--- src/rtl/useq_core_if.sv ---
// Sequencer-side bus of the KS10 microsequencer: microword control fields,
// run/halt controls and the address/stack status returned to the engine.
interface useq_core_if #(
    parameter int AW    = 12,
    parameter int DEPTH = 8
);
    localparam int DW = $clog2(DEPTH + 1);

    logic          clken;
    logic          trap;
    logic          call;
    logic          ret;
    logic [AW-1:0] jADDR;
    logic [AW-1:0] dispADDR;
    logic [AW-1:0] skipADDR;
    logic          halt;
    logic          cont;
    logic          step;
    logic          brkEN;
    logic [AW-1:0] brkADDR;
    logic [AW-1:0] addr;
    logic [AW-1:0] upc;
    logic [AW-1:0] retADDR;
    logic [DW-1:0] depth;
    logic          stkOVF;
    logic          stkUNF;
    logic          halted;
    logic          brkHIT;

    modport master (
        output clken, trap, call, ret, jADDR, dispADDR, skipADDR,
               halt, cont, step, brkEN, brkADDR,
        input  addr, upc, retADDR, depth, stkOVF, stkUNF, halted, brkHIT
    );

    modport slave (
        input  clken, trap, call, ret, jADDR, dispADDR, skipADDR,
               halt, cont, step, brkEN, brkADDR,
        output addr, upc, retADDR, depth, stkOVF, stkUNF, halted, brkHIT
    );
endinterface

--- src/rtl/useq_core.sv ---
// Microsequencer core: next-microaddress mux, circular call/return stack with
// sticky overflow/underflow, and a RUN/HALT controller with breakpoint and step.
module useq_core #(
    parameter int            AW       = 12,
    parameter int            DEPTH    = 8,
    parameter logic [AW-1:0] RSTADDR  = '0,
    parameter logic [AW-1:0] TRAPADDR = '1
) (
    input logic       clk,
    input logic       rst,
    useq_core_if.slave bus
);
    localparam int PW = (DEPTH > 1) ? $clog2(DEPTH) : 1;
    localparam int DW = $clog2(DEPTH + 1);

    typedef enum logic {RUN, HALT} state_e;

    state_e        state_q;
    logic          brk_hit_q;
    logic [AW-1:0] upc_q, upc_d;
    logic [PW-1:0] wp_q, wp_d;
    logic [DW-1:0] dep_q, dep_d;
    logic          ovf_q, ovf_d;
    logic          unf_q, unf_d;
    logic [AW-1:0] stk_q [DEPTH];
    logic [AW-1:0] stk_d [DEPTH];

    logic          adv;
    logic [AW-1:0] addr_c;
    logic          push, pop, brk_match;
    logic [PW-1:0] top, wp_inc;

    assign adv = bus.clken & ((state_q == RUN) | ((state_q == HALT) & bus.step));

    always_comb begin
        addr_c = bus.jADDR | bus.dispADDR | bus.skipADDR;
        if (!rst)          addr_c = RSTADDR;
        else if (!adv)     addr_c = upc_q;
        else if (bus.trap) addr_c = TRAPADDR;
    end

    assign push      = adv & (bus.call | bus.trap);
    assign pop       = adv & bus.ret & ~bus.trap;
    assign brk_match = bus.brkEN & (addr_c == bus.brkADDR);

    // wp points at the next free slot, which is also the oldest entry when full
    assign top    = (wp_q == '0) ? PW'(DEPTH - 1) : wp_q - 1'b1;
    assign wp_inc = (wp_q == PW'(DEPTH - 1)) ? '0 : wp_q + 1'b1;

    always_comb begin
        stk_d = stk_q;
        wp_d  = wp_q;
        dep_d = dep_q;
        ovf_d = ovf_q;
        unf_d = unf_q;
        upc_d = adv ? addr_c : upc_q;
        if (push && pop && dep_q != '0) begin
            stk_d[top] = addr_c;
        end else begin
            if (pop) begin
                if (dep_q == '0) begin
                    unf_d = 1'b1;
                end else begin
                    wp_d  = top;
                    dep_d = dep_q - 1'b1;
                end
            end
            if (push) begin
                stk_d[wp_q] = addr_c;
                wp_d        = wp_inc;
                if (dep_q == DW'(DEPTH)) ovf_d = 1'b1;
                else                     dep_d = dep_q + 1'b1;
            end
        end
    end

    always_ff @(posedge clk or negedge rst) begin
        if (!rst) begin
            upc_q <= RSTADDR;
            wp_q  <= '0;
            dep_q <= '0;
            ovf_q <= 1'b0;
            unf_q <= 1'b0;
        end else begin
            upc_q <= upc_d;
            wp_q  <= wp_d;
            dep_q <= dep_d;
            ovf_q <= ovf_d;
            unf_q <= unf_d;
        end
    end

    // Stack contents are don't-care after reset; depth gates their visibility
    always_ff @(posedge clk) begin
        stk_q <= stk_d;
    end

    always_ff @(posedge clk or negedge rst) begin
        if (!rst) begin
            state_q   <= RUN;
            brk_hit_q <= 1'b0;
        end else if (bus.clken) begin
            case (state_q)
                RUN: begin
                    if (bus.halt || brk_match) state_q <= HALT;
                    if (brk_match) brk_hit_q <= 1'b1;
                end
                HALT: begin
                    if (bus.step)                    brk_hit_q <= 1'b0;
                    else if (bus.cont && !bus.halt) state_q   <= RUN;
                end
                default: state_q <= RUN;
            endcase
        end
    end

    assign bus.addr    = addr_c;
    assign bus.upc     = upc_q;
    assign bus.retADDR = (dep_q != '0) ? stk_q[top] : '0;
    assign bus.depth   = dep_q;
    assign bus.stkOVF  = ovf_q;
    assign bus.stkUNF  = unf_q;
    assign bus.halted  = (state_q == HALT);
    assign bus.brkHIT  = brk_hit_q;
endmodule

--- src/flat_wrapper.sv ---
// flat-port wrapper written by rule: the top's interface ports become plain ports
module useq_core_flat 
#(
    parameter int            AW       = 12,
    parameter int            DEPTH    = 8,
    parameter logic [AW-1:0] RSTADDR  = '0,
    parameter logic [AW-1:0] TRAPADDR = '1
)
  (clk, rst, bus_clken, bus_trap, bus_call, bus_ret, bus_jADDR, bus_dispADDR, bus_skipADDR, bus_halt, bus_cont, bus_step, bus_brkEN, bus_brkADDR, bus_addr, bus_upc, bus_retADDR, bus_depth, bus_stkOVF, bus_stkUNF, bus_halted, bus_brkHIT);
  useq_core_if #(.AW(AW), .DEPTH(DEPTH)) bus_i ();
  input logic clk;
  input logic rst;
  input wire logic [$bits(bus_i.clken)-1:0] bus_clken;
  input wire logic [$bits(bus_i.trap)-1:0] bus_trap;
  input wire logic [$bits(bus_i.call)-1:0] bus_call;
  input wire logic [$bits(bus_i.ret)-1:0] bus_ret;
  input wire logic [$bits(bus_i.jADDR)-1:0] bus_jADDR;
  input wire logic [$bits(bus_i.dispADDR)-1:0] bus_dispADDR;
  input wire logic [$bits(bus_i.skipADDR)-1:0] bus_skipADDR;
  input wire logic [$bits(bus_i.halt)-1:0] bus_halt;
  input wire logic [$bits(bus_i.cont)-1:0] bus_cont;
  input wire logic [$bits(bus_i.step)-1:0] bus_step;
  input wire logic [$bits(bus_i.brkEN)-1:0] bus_brkEN;
  input wire logic [$bits(bus_i.brkADDR)-1:0] bus_brkADDR;
  output wire logic [$bits(bus_i.addr)-1:0] bus_addr;
  output wire logic [$bits(bus_i.upc)-1:0] bus_upc;
  output wire logic [$bits(bus_i.retADDR)-1:0] bus_retADDR;
  output wire logic [$bits(bus_i.depth)-1:0] bus_depth;
  output wire logic [$bits(bus_i.stkOVF)-1:0] bus_stkOVF;
  output wire logic [$bits(bus_i.stkUNF)-1:0] bus_stkUNF;
  output wire logic [$bits(bus_i.halted)-1:0] bus_halted;
  output wire logic [$bits(bus_i.brkHIT)-1:0] bus_brkHIT;
  assign bus_i.clken = bus_clken;
  assign bus_i.trap = bus_trap;
  assign bus_i.call = bus_call;
  assign bus_i.ret = bus_ret;
  assign bus_i.jADDR = bus_jADDR;
  assign bus_i.dispADDR = bus_dispADDR;
  assign bus_i.skipADDR = bus_skipADDR;
  assign bus_i.halt = bus_halt;
  assign bus_i.cont = bus_cont;
  assign bus_i.step = bus_step;
  assign bus_i.brkEN = bus_brkEN;
  assign bus_i.brkADDR = bus_brkADDR;
  assign bus_addr = bus_i.addr;
  assign bus_upc = bus_i.upc;
  assign bus_retADDR = bus_i.retADDR;
  assign bus_depth = bus_i.depth;
  assign bus_stkOVF = bus_i.stkOVF;
  assign bus_stkUNF = bus_i.stkUNF;
  assign bus_halted = bus_i.halted;
  assign bus_brkHIT = bus_i.brkHIT;
  useq_core #(.AW(AW), .DEPTH(DEPTH), .RSTADDR(RSTADDR), .TRAPADDR(TRAPADDR)) u_core (.clk(clk), .rst(rst), .bus(bus_i));
endmodule
--- config.mk ---
export PLATFORM = sky130hd
export DESIGN_NAME = useq_core_flat
export DESIGN_NICKNAME = d
export VERILOG_FILES = /design/src/rtl/useq_core_if.sv /design/src/rtl/useq_core.sv /design/src/flat_wrapper.sv
export SDC_FILE = /design/constraint.sdc
export NUM_CORES = 1
export LEC_CHECK = 0
export ABC_AREA = 1
export CELL_PAD_IN_SITES_DETAIL_PLACEMENT = 0
export CELL_PAD_IN_SITES_GLOBAL_PLACEMENT = 1
export CORE_AREA = 2 2 111 194
export CTS_CLUSTER_DIAMETER = 150
export DETAILED_ROUTE_END_ITERATION = 16
export DIE_AREA = 0 0 113 196
export PLACE_DENSITY = 0.65
export SLEW_MARGIN = 10
export SYNTH_ARGS = -nofsm -noshare
export SYNTH_HDL_FRONTEND = slang
export SYNTH_SLANG_ARGS = --single-unit
export TNS_END_PERCENT = 50
--- constraint.sdc ---
create_clock -name clk -period 5.9 [get_ports clk]
set_input_delay 0.59 -clock clk [delete_from_list [all_inputs] [get_ports clk]]
set_output_delay 0.59 -clock clk [all_outputs]
set_load 0.02 [all_outputs]
# == After elaboration in Yosys (flattened, before gate mapping) ==
# Cells that the tools add are included.
# Widths: inputs -> output; s select.
# classes
reduce_logical,16
muxes,31
order_cmp,4
n_eq_ne,6
n_bitwise,15
addsub,4
div,0
shift,0
mul,0
# ops
cell,count
$bwmux 96,2
$mux 96,2
$mux 12,8
$demux 12 s3,2
$bmux 12 s3,1
$or 12x12->12,2
$mux 4,4
$mux 3,5
$eq 12x12->1,1
$reduce_and 3->1,4
$ge 4x4->1 const B,2
$lt 4x1->1 const B,2
$not 3->4,2
$and 1x1->1,6
$logic_and 1x1->1,5
$mux 1,5
$add 4x1->4 const B,1
$eq 4x4->1 const B,1
$logic_not 4->1,1
$ne 2x1->1 const B,2
$pmux 1 s2,2
$reduce_bool 2->1,2
$reduce_bool 4->1,1
$sub 4x1->4 const B,1
other kinds (9),12
# totals
ramBits,0
mem_count,0
latch_bits,0
elab_cells,91
register_bits,119
rom_bits,0
inputBits,58

# == Logic depth before layout (Yosys ltp) ==
# Gate-level depths: netlist of the first run.
# depth
ltp_word,10
mapped_depth,15

# == Least setup slack after synthesis of the first run ==
# OpenSTA, ideal clock, no wires.
# synth_path
path_type,register -> output
start,register u_core.wp_q[0]
end,output bus_retADDR[0]
arrival_ns,2.516
slack_ns,2.794
stages_incl_launch_ff,10
n_path_buf,1
cell_sequence,dfrtp_1 inv_2 ha_1 ha_1 inv_1 nor2_1 inv_1 clkbuf_1 a21oi_1 a221oi_1
# synth_via
elab_chain_cells,7
word_cells_on_any_way,8
cone_classes,add/sub: 1; mux: 5; bitwise: 1; reduce/logical: 1
# synth_lines
item,line_no,source
from (decl),useq_core.sv:21,"logic [PW-1:0] wp_q, wp_d;"
from (signal assigned),useq_core.sv:86,wp_q <= wp_d;
$sub 3x1->3 or $logic_not 3->1 (tied branches),useq_core.sv:47,assign top = (wp_q == '0) ? PW'(DEPTH - 1) : wp_q - 1'b1;
$mux 3 (*),useq_core.sv:47,
$not 3->4 (implied by the code) (*),useq_core.sv:119,assign bus.retADDR = (dep_q != '0) ? stk_q[top] : '0;
$bmux 12 s3 (*),useq_core.sv:119,
$mux 12 (implied by the code) (*) (2 in a row),useq_core.sv:119,
$mux 12 (*),useq_core.sv:119,
to (decl),flat_wrapper.sv:27,output wire logic [$bits(bus_i.retADDR)-1:0] bus_retADDR;
# Every way passes the cells marked *; elsewhere a longest branch is shown, timed or not. The select of a mux whose other input is x is not followed.

# == Final worst setup path of the first run ==
# layout_path
start,register u_core.wp_q[0]
end,output bus_retADDR[6]
# Same word-level chain as after synthesis.

==> results of run 1 <==
## worst paths after layout
kind                                                from                            end  slack, ns  depth (start not counted)
min in group clk           u_core.bus.stkOVF$_DFFE_PN0P_  u_core.bus.stkOVF$_DFFE_PN0P_       0.50                          1
hold / removal                                       rst  u_core.bus.stkOVF$_DFFE_PN0P_       0.03                          1
max in group asynchronous                            rst  u_core.bus.upc[6]$_DFFE_PN0N_       5.25                          2
setup / recovery              u_core.wp_q[0]$_DFFE_PN0P_                 bus_retADDR[6]       1.23                          9
hold reg to reg            u_core.bus.stkOVF$_DFFE_PN0P_  u_core.bus.stkOVF$_DFFE_PN0P_       0.50                          1
setup reg to reg              u_core.wp_q[0]$_DFFE_PN0P_     u_core.stk_q[78]$_DFFE_PP_       1.76                         10
## worst max-delay path: cells and delay by family (launching register included)
kind	cells	cell delay (ns)
DFF	1	0.55
adders and majority gates	2	0.46
buffers and inverters	2	0.86
AOI/OAI and AO/OA	1	0.30
and+or+nand+nor	4	1.49
## report_power, final
| part | total [mW] | switching, mW | leakage, nW | internal (mW) |
|---|---|---|---|---|
| Sequential | 1.08 | 0.0735 | 1.21 | 1.01 |
| Combinational | 1.85 | 1.18 | 1.63 | 0.671 |
| Clock | 1.03 | 0.404 | 0.286 | 0.630 |
## stage by stage
| step | util | cell area [um^2] | std cells | total power, mW | setup WS [ns] |
|---|---|---|---|---|---|
| 3_5_place_dp | 0.352 | 7280 | 999 | 2.97 | 1.64 |
| 4_1_cts | 0.381 | 7870 | 1031 | 4.01 | 1.19 |
| 2_1_floorplan | - | 6080 | 671 | 2.24 | 2.79 |
| 6_report | 0.381 | 7870 | 1031 | 3.97 | 1.23 |
| 3_3_place_gp | 0.352 | 7280 | 999 | 2.96 | 1.71 |
| 5_1_grt | 0.381 | 7870 | 1031 | 4.20 | 1.01 |
## layout make-up
| cell class | instances | area [um^2] | area share |
|---|---|---|---|
| clock buffer | 17 | 425 | 0.0541 |
| sequential | 119 | 3460 | 0.439 |
| inverter | 51 | 194 | 0.0246 |
| tap | 252 | 315 | 0.0401 |
| multi-input combinational | 471 | 2270 | 0.288 |
| timing repair buffer | 106 | 1040 | 0.133 |
| clock inverter | 15 | 164 | 0.0208 |
## layer usage
metal,up-vias,routed length [um]
met3,32,682
met5,-,0
li1,2444,-
met1,2315,6090
met2,163,9700
met4,0,429
## kinds of logic (layout without fill, tap and decap cells)
logic type | count (synthesis) | in the layout | synth area share
adder cells (fa/ha/maj) | 6 | 6 | 0.0124
buffers and inverters | 81 | 189 | 0.0578
flip-flops | 119 | 119 | 0.569
XOR/XNOR | 4 | 4 | 0.00576
AND/OR/NAND/NOR | 396 | 396 | 0.279
AO/OA/AOI/OAI | 65 | 65 | 0.0762
## flip-flops by register name (all words and copies together) (netlist names)
name / flops
u_core.stk_q: 96
u_core.bus.upc: 12
u_core.bus.depth: 4
u_core.wp_q: 3
u_core.bus.brkHIT: 1
u_core.bus.halted: 1
u_core.bus.stkOVF: 1
u_core.bus.stkUNF: 1
## cell usage in the layout (no fill, tap or decap), types with 3 or more instances in the layout
master             n
nor3_1             9
a21oi_1           25
clkbuf_16         17
buf_4              5
ha_1               6
o311ai_0           4
nand2_1          154
inv_6              7
xor2_1             3
dfrtp_1           23
nor2_1           146
o31ai_1            3
nor2_4             3
nand3_1           63
nor2_2            10
nand3b_1           3
inv_1             40
o21ai_1            3
a221oi_1          11
o22ai_1            3
edfxtp_1          96
clkdlybuf4s50_1  100
o21ai_0            4
inv_2             10
==> results.toml, run 1 <==
[timing]
slew_headroom = 0.315
setup-tns-final_ns = 0
drv_slew = 0
fin_crit_sh = 0.792
skew_ns = 0.00812
rsz0062_at_grt = "no"
tightest_slew_ns = 1.02
setup_viol_count_final = 0
hold_ws_ns = 0.0276
fmax_mhz = 214
period_needed_ns = 4.67
hold_viol_final = 0

[grt]
top_usage_layer = "met2"
gr-usage-met3 = 0.0290
grt_pass1_vias = 5170
grt_pass1_wl_mm = 26.4
grt_util_all_layers = 0.156
grt_antenna_before_repair = 0
grt_max_degree = 44
use_met1 = 0.154
grt_overflow = 0
gr-usage-met2 = 0.306

[placed_design]
gp_congestion = 0.867
io_buffers = 101
hpwlAfterDp_mm = 12.9

[routing]
vias = 4954
wirelength_mm = 16.9
vias_per_cell = 4.81
ant_nets = 0
drtIter0Drc = 184
drc = 2
drtPass1Iterations = 11
avgRoutedWirePerCell_um = 16.4

[worst_setup_path]
cp_cell_sequence = "inv_2, ha_1, ha_1, nor2_1, nor2_1, nand3_1, nand3_1, a221oi_1, clkdlybuf4s50_1"
start_kind = "flop"
required_ns = 5.31
crit_fanout = 14
critPathCaptureType = "output port"
path_class = "reg2out"
cp.arrival_ns = 4.08
cp_slowest_cell = "nor2_1"
slowest_delay_ns = 0.74

[finish]
fin_nets = 830
drive_gt1_frac = 0.0988
antennaDiodeCount = 0
areaGrowthSynthToFinish_pct = 29.5
num-fill-cells = 2101

[floorplan]
core_region_area_um2 = 20700
die_height_um = 196
dieArea_um2 = 22100
die_w_um = 113
initial_core_util = 0.294
num_io_pins = 102
rows = 70

[yosys]
yosys.area.top_type = "edfxtp_1"
yosysTopAreaCellShare = 0.474
yosys_warnings = 0
async_flop_share = 0.193
synthTopCellsByCount = "154 x nand2_1, 146 x nor2_1, 96 x edfxtp_1"
synth_area_per_cell_um2 = 9.06
netlist_instances = 671
ys_types = 41
post-synth-top-count-cell = "nand2_1"
yosys_most_used_dff = "edfxtp_1"
synth_edf_count = 96
synth_fp_nets = 735
synth-seq-cells = 119
synthTopCellsByArea = "edfxtp_1 47%, nand2_1 9.5%, dfrtp_1 9.5%"
yosysSeqAreaShare = 0.569
syn_area_um2 = 6080

[clock_tree]
post_cts_buffers = 0
ctsHoldBuffers = 0
cts_tree = "done"
clk_latency_ns = 0.42
cts-root-buf = "clkbuf_16"
clkTransAtPathRegs_ns = 0.06
cts_made_buffers = 17
clock-sinks = 119
cts_max_path_buffers = 2
cts.repair.resized = 0
h-tree-depth = 4

[pwr]
cellLeakagePower_nw = 3.12
powerDensity_nw_per_um2 = 504
vdd_drop_max_mv = 0.161

[run]
cap_viol_max_count = 0

[status]
violations = "design-rule violations"
status = "complete, but fails checks"

[worst_hold_path]
hold_path.class = "in2async"
(Power assumes the default switching activity.)
==> inputs of run 2 (changes only) <==
- clock period: 5.9 -> 4.9 ns (I/O delays scaled with it)
==> run 2 against run 1 <==
Effect of this change: the flow still finishes with violations (design-rule violations); flip-flop and latch count did not move; critical path type unchanged; largest cell class unchanged; critical endpoint is now bus_retADDR[5]; clock skew rose by 0.0044 ns; clock-buffer cell count rose by 2.
==> results.toml, run 2 (synthesis results as in run 1) <==
[pwr]
seq_power_share = 0.267
cellLeakagePower_nw = 3.15
p_sw_mw = 1.96
vdd_drop_max_mv = 0.247
powerDensity_nw_per_um2 = 612
p_clk_frac = 0.271
internal-power_mw = 2.89
power_mw = 4.85
swShare = 0.403
p_comb_frac = 0.462

[clock_tree]
h-tree-depth = 4
clk_latency_ns = 0.41
cts_made_buffers = 17
clock-sinks = 119
cts_max_path_buffers = 2
cts-root-buf = "clkbuf_16"
clkTransAtPathRegs_ns = 0.06
post_cts_buffers = 0
cts_tree = "done"
cts.repair.resized = 0
ctsHoldBuffers = 0

[worst_setup_path]
path_depth = 11
r2r_slack_ns = 1.19
cp.buffers_inverters = 4
cp_slowest_cell = "clkdlybuf4s50_1"
cp_cell_sequence = "inv_2, ha_1, ha_1, inv_1, nor2_1, inv_1, nor2_1, nor3_1, o311ai_0, a21oi_1, clkdlybuf4s50_1"
crit_fanout = 16
worstRegToRegCells = 12
slowest_delay_ns = 0.62
start_kind = "flop"
cp.arrival_ns = 3.79
path_class = "reg2out"
critPathCaptureType = "output port"
path_delay_family = "buffers and inverters"
required_ns = 4.41

[finish]
fin_cells = 1035
layout_commonest_cell = "nand2_1"
fin_nets = 834
design_area_um2 = 7930
top_register = "u_core.stk_q"
areaGrowthSynthToFinish_pct = 30.5
drive_gt1_frac = 0.101
antennaDiodeCount = 0
num-fill-cells = 2086
multi_input_area_um2 = 2270
largest_register_ffs = 96
mostFrequentLayoutCells = "154 x nand2_1, 146 x nor2_1, 100 x clkdlybuf4s50_1"
seqCellArea_um2 = 3460

[timing]
hold_ws_ns = 0.176
tightest_slew_ns = 0.868
setup-tns-final_ns = 0
skew_ns = 0.0125
hold_viol_final = 0
fmax_mhz = 234
rsz0062_at_grt = "no"
period_needed_ns = 4.28
slew_headroom = 0.419
setup_viol_count_final = 0
drv_slew = 0
fin_crit_sh = 0.873

[routing]
drtIter0Drc = 284
avgRoutedWirePerCell_um = 16.6
wirelength_mm = 17.2
drtPass1Iterations = 11
vias_per_cell = 4.80
vias = 4966
ant_nets = 0
drc = 2

[placed_design]
hpwlAfterDp_mm = 13.0
io_buffers = 101
gp_congestion = 0.828
placed_area_um2 = 7310
dp.cells = 1003

[status]
status = "complete, but fails checks"
violations = "design-rule violations"

[floorplan]
dieArea_um2 = 22100
initial_core_util = 0.294
die_w_um = 113
rows = 70
die_height_um = 196
num_io_pins = 102
core_region_area_um2 = 20700

[worst_hold_path]
hold_path.class = "in2async"

[grt]
grt_util_all_layers = 0.158
grt_max_degree = 48
grt_antenna_before_repair = 0
grt_overflow = 0
grt_pass1_wl_mm = 26.8
grt_pass1_vias = 5038

[run]
cap_viol_max_count = 0
[run 2: cell count changes in the layout (fill, tap and decap cells not counted)]
cell,delta
clkinvlp_4,+1
clkbuf_1,+1
buf_4,+4
clkbuf_8,+1
clkinv_1,+1
bufinv_16,+2
clkinv_2,+1
inv_6,-7
[run 2: per-stage QoR]
step           setup slack (ns)   util
2_1_floorplan              1.89      -
3_3_place_gp               1.21  0.354
3_5_place_dp               1.07  0.354
4_1_cts                   0.625  0.384
5_1_grt                   0.382  0.384
6_report                  0.623  0.384
[run 2: worst paths after layout]
check                                               from                       endpoint
setup / recovery              u_core.wp_q[0]$_DFFE_PN0P_                 bus_retADDR[5]
hold / removal                                       rst  u_core.bus.stkUNF$_DFFE_PN0P_
setup reg to reg              u_core.wp_q[0]$_DFFE_PN0P_     u_core.stk_q[44]$_DFFE_PP_
hold reg to reg            u_core.bus.stkOVF$_DFFE_PN0P_  u_core.bus.stkOVF$_DFFE_PN0P_
max in group asynchronous                            rst  u_core.bus.upc[2]$_DFFE_PN0N_
min in group clk           u_core.bus.stkOVF$_DFFE_PN0P_  u_core.bus.stkOVF$_DFFE_PN0P_
[run 2: area by class of cell]
| cell class | instances | area share |
|---|---|---|
| Clock buffer | 19 | 0.0558 |
| Clock inverter | 13 | 0.0226 |
| Inverter | 51 | 0.0245 |
| Multi-Input combinational cell | 471 | 0.286 |
| Sequential cell | 119 | 0.436 |
| Tap cell | 252 | 0.0398 |
| Timing Repair Buffer | 110 | 0.135 |
[run 2: per-layer routing]
layer | up-vias | track usage | share of wire
li1 | 2444 | - | -
met1 | 2330 | 0.159 | 0.36
met2 | 163 | 0.306 | 0.56
met3 | 29 | 0.0269 | 0.039
met4 | 0 | 0.0786 | 0.033
met5 | - | 0 | 0
[run 2: worst register-to-register path, stage by stage, from the launching register on]
cell and delay, ns:
dfrtp_1 0.48, inv_2 0.16, ha_1 0.23, ha_1 0.22
nor2_1 0.38, buf_4 0.25, inv_1 0.06, nor2_1 0.14
inv_1 0.30, o32ai_1 0.22, nand2_1 0.40, nor2_1 0.30
buf_4 0.26
[run 2: power by group through the flow]
| stage | sequential [mW] | combinational [mW] | clock [mW] |
|---|---|---|---|
| detailed placement | 1.32 | 2.26 | 0 |
| global placement | 1.31 | 2.22 | 0 |
| CTS | 1.30 | 2.27 | 1.34 |
| floorplan | 1.34 | 1.35 | 0 |
| global route | 1.31 | 2.45 | 1.38 |
| finish | 1.30 | 2.24 | 1.31 |
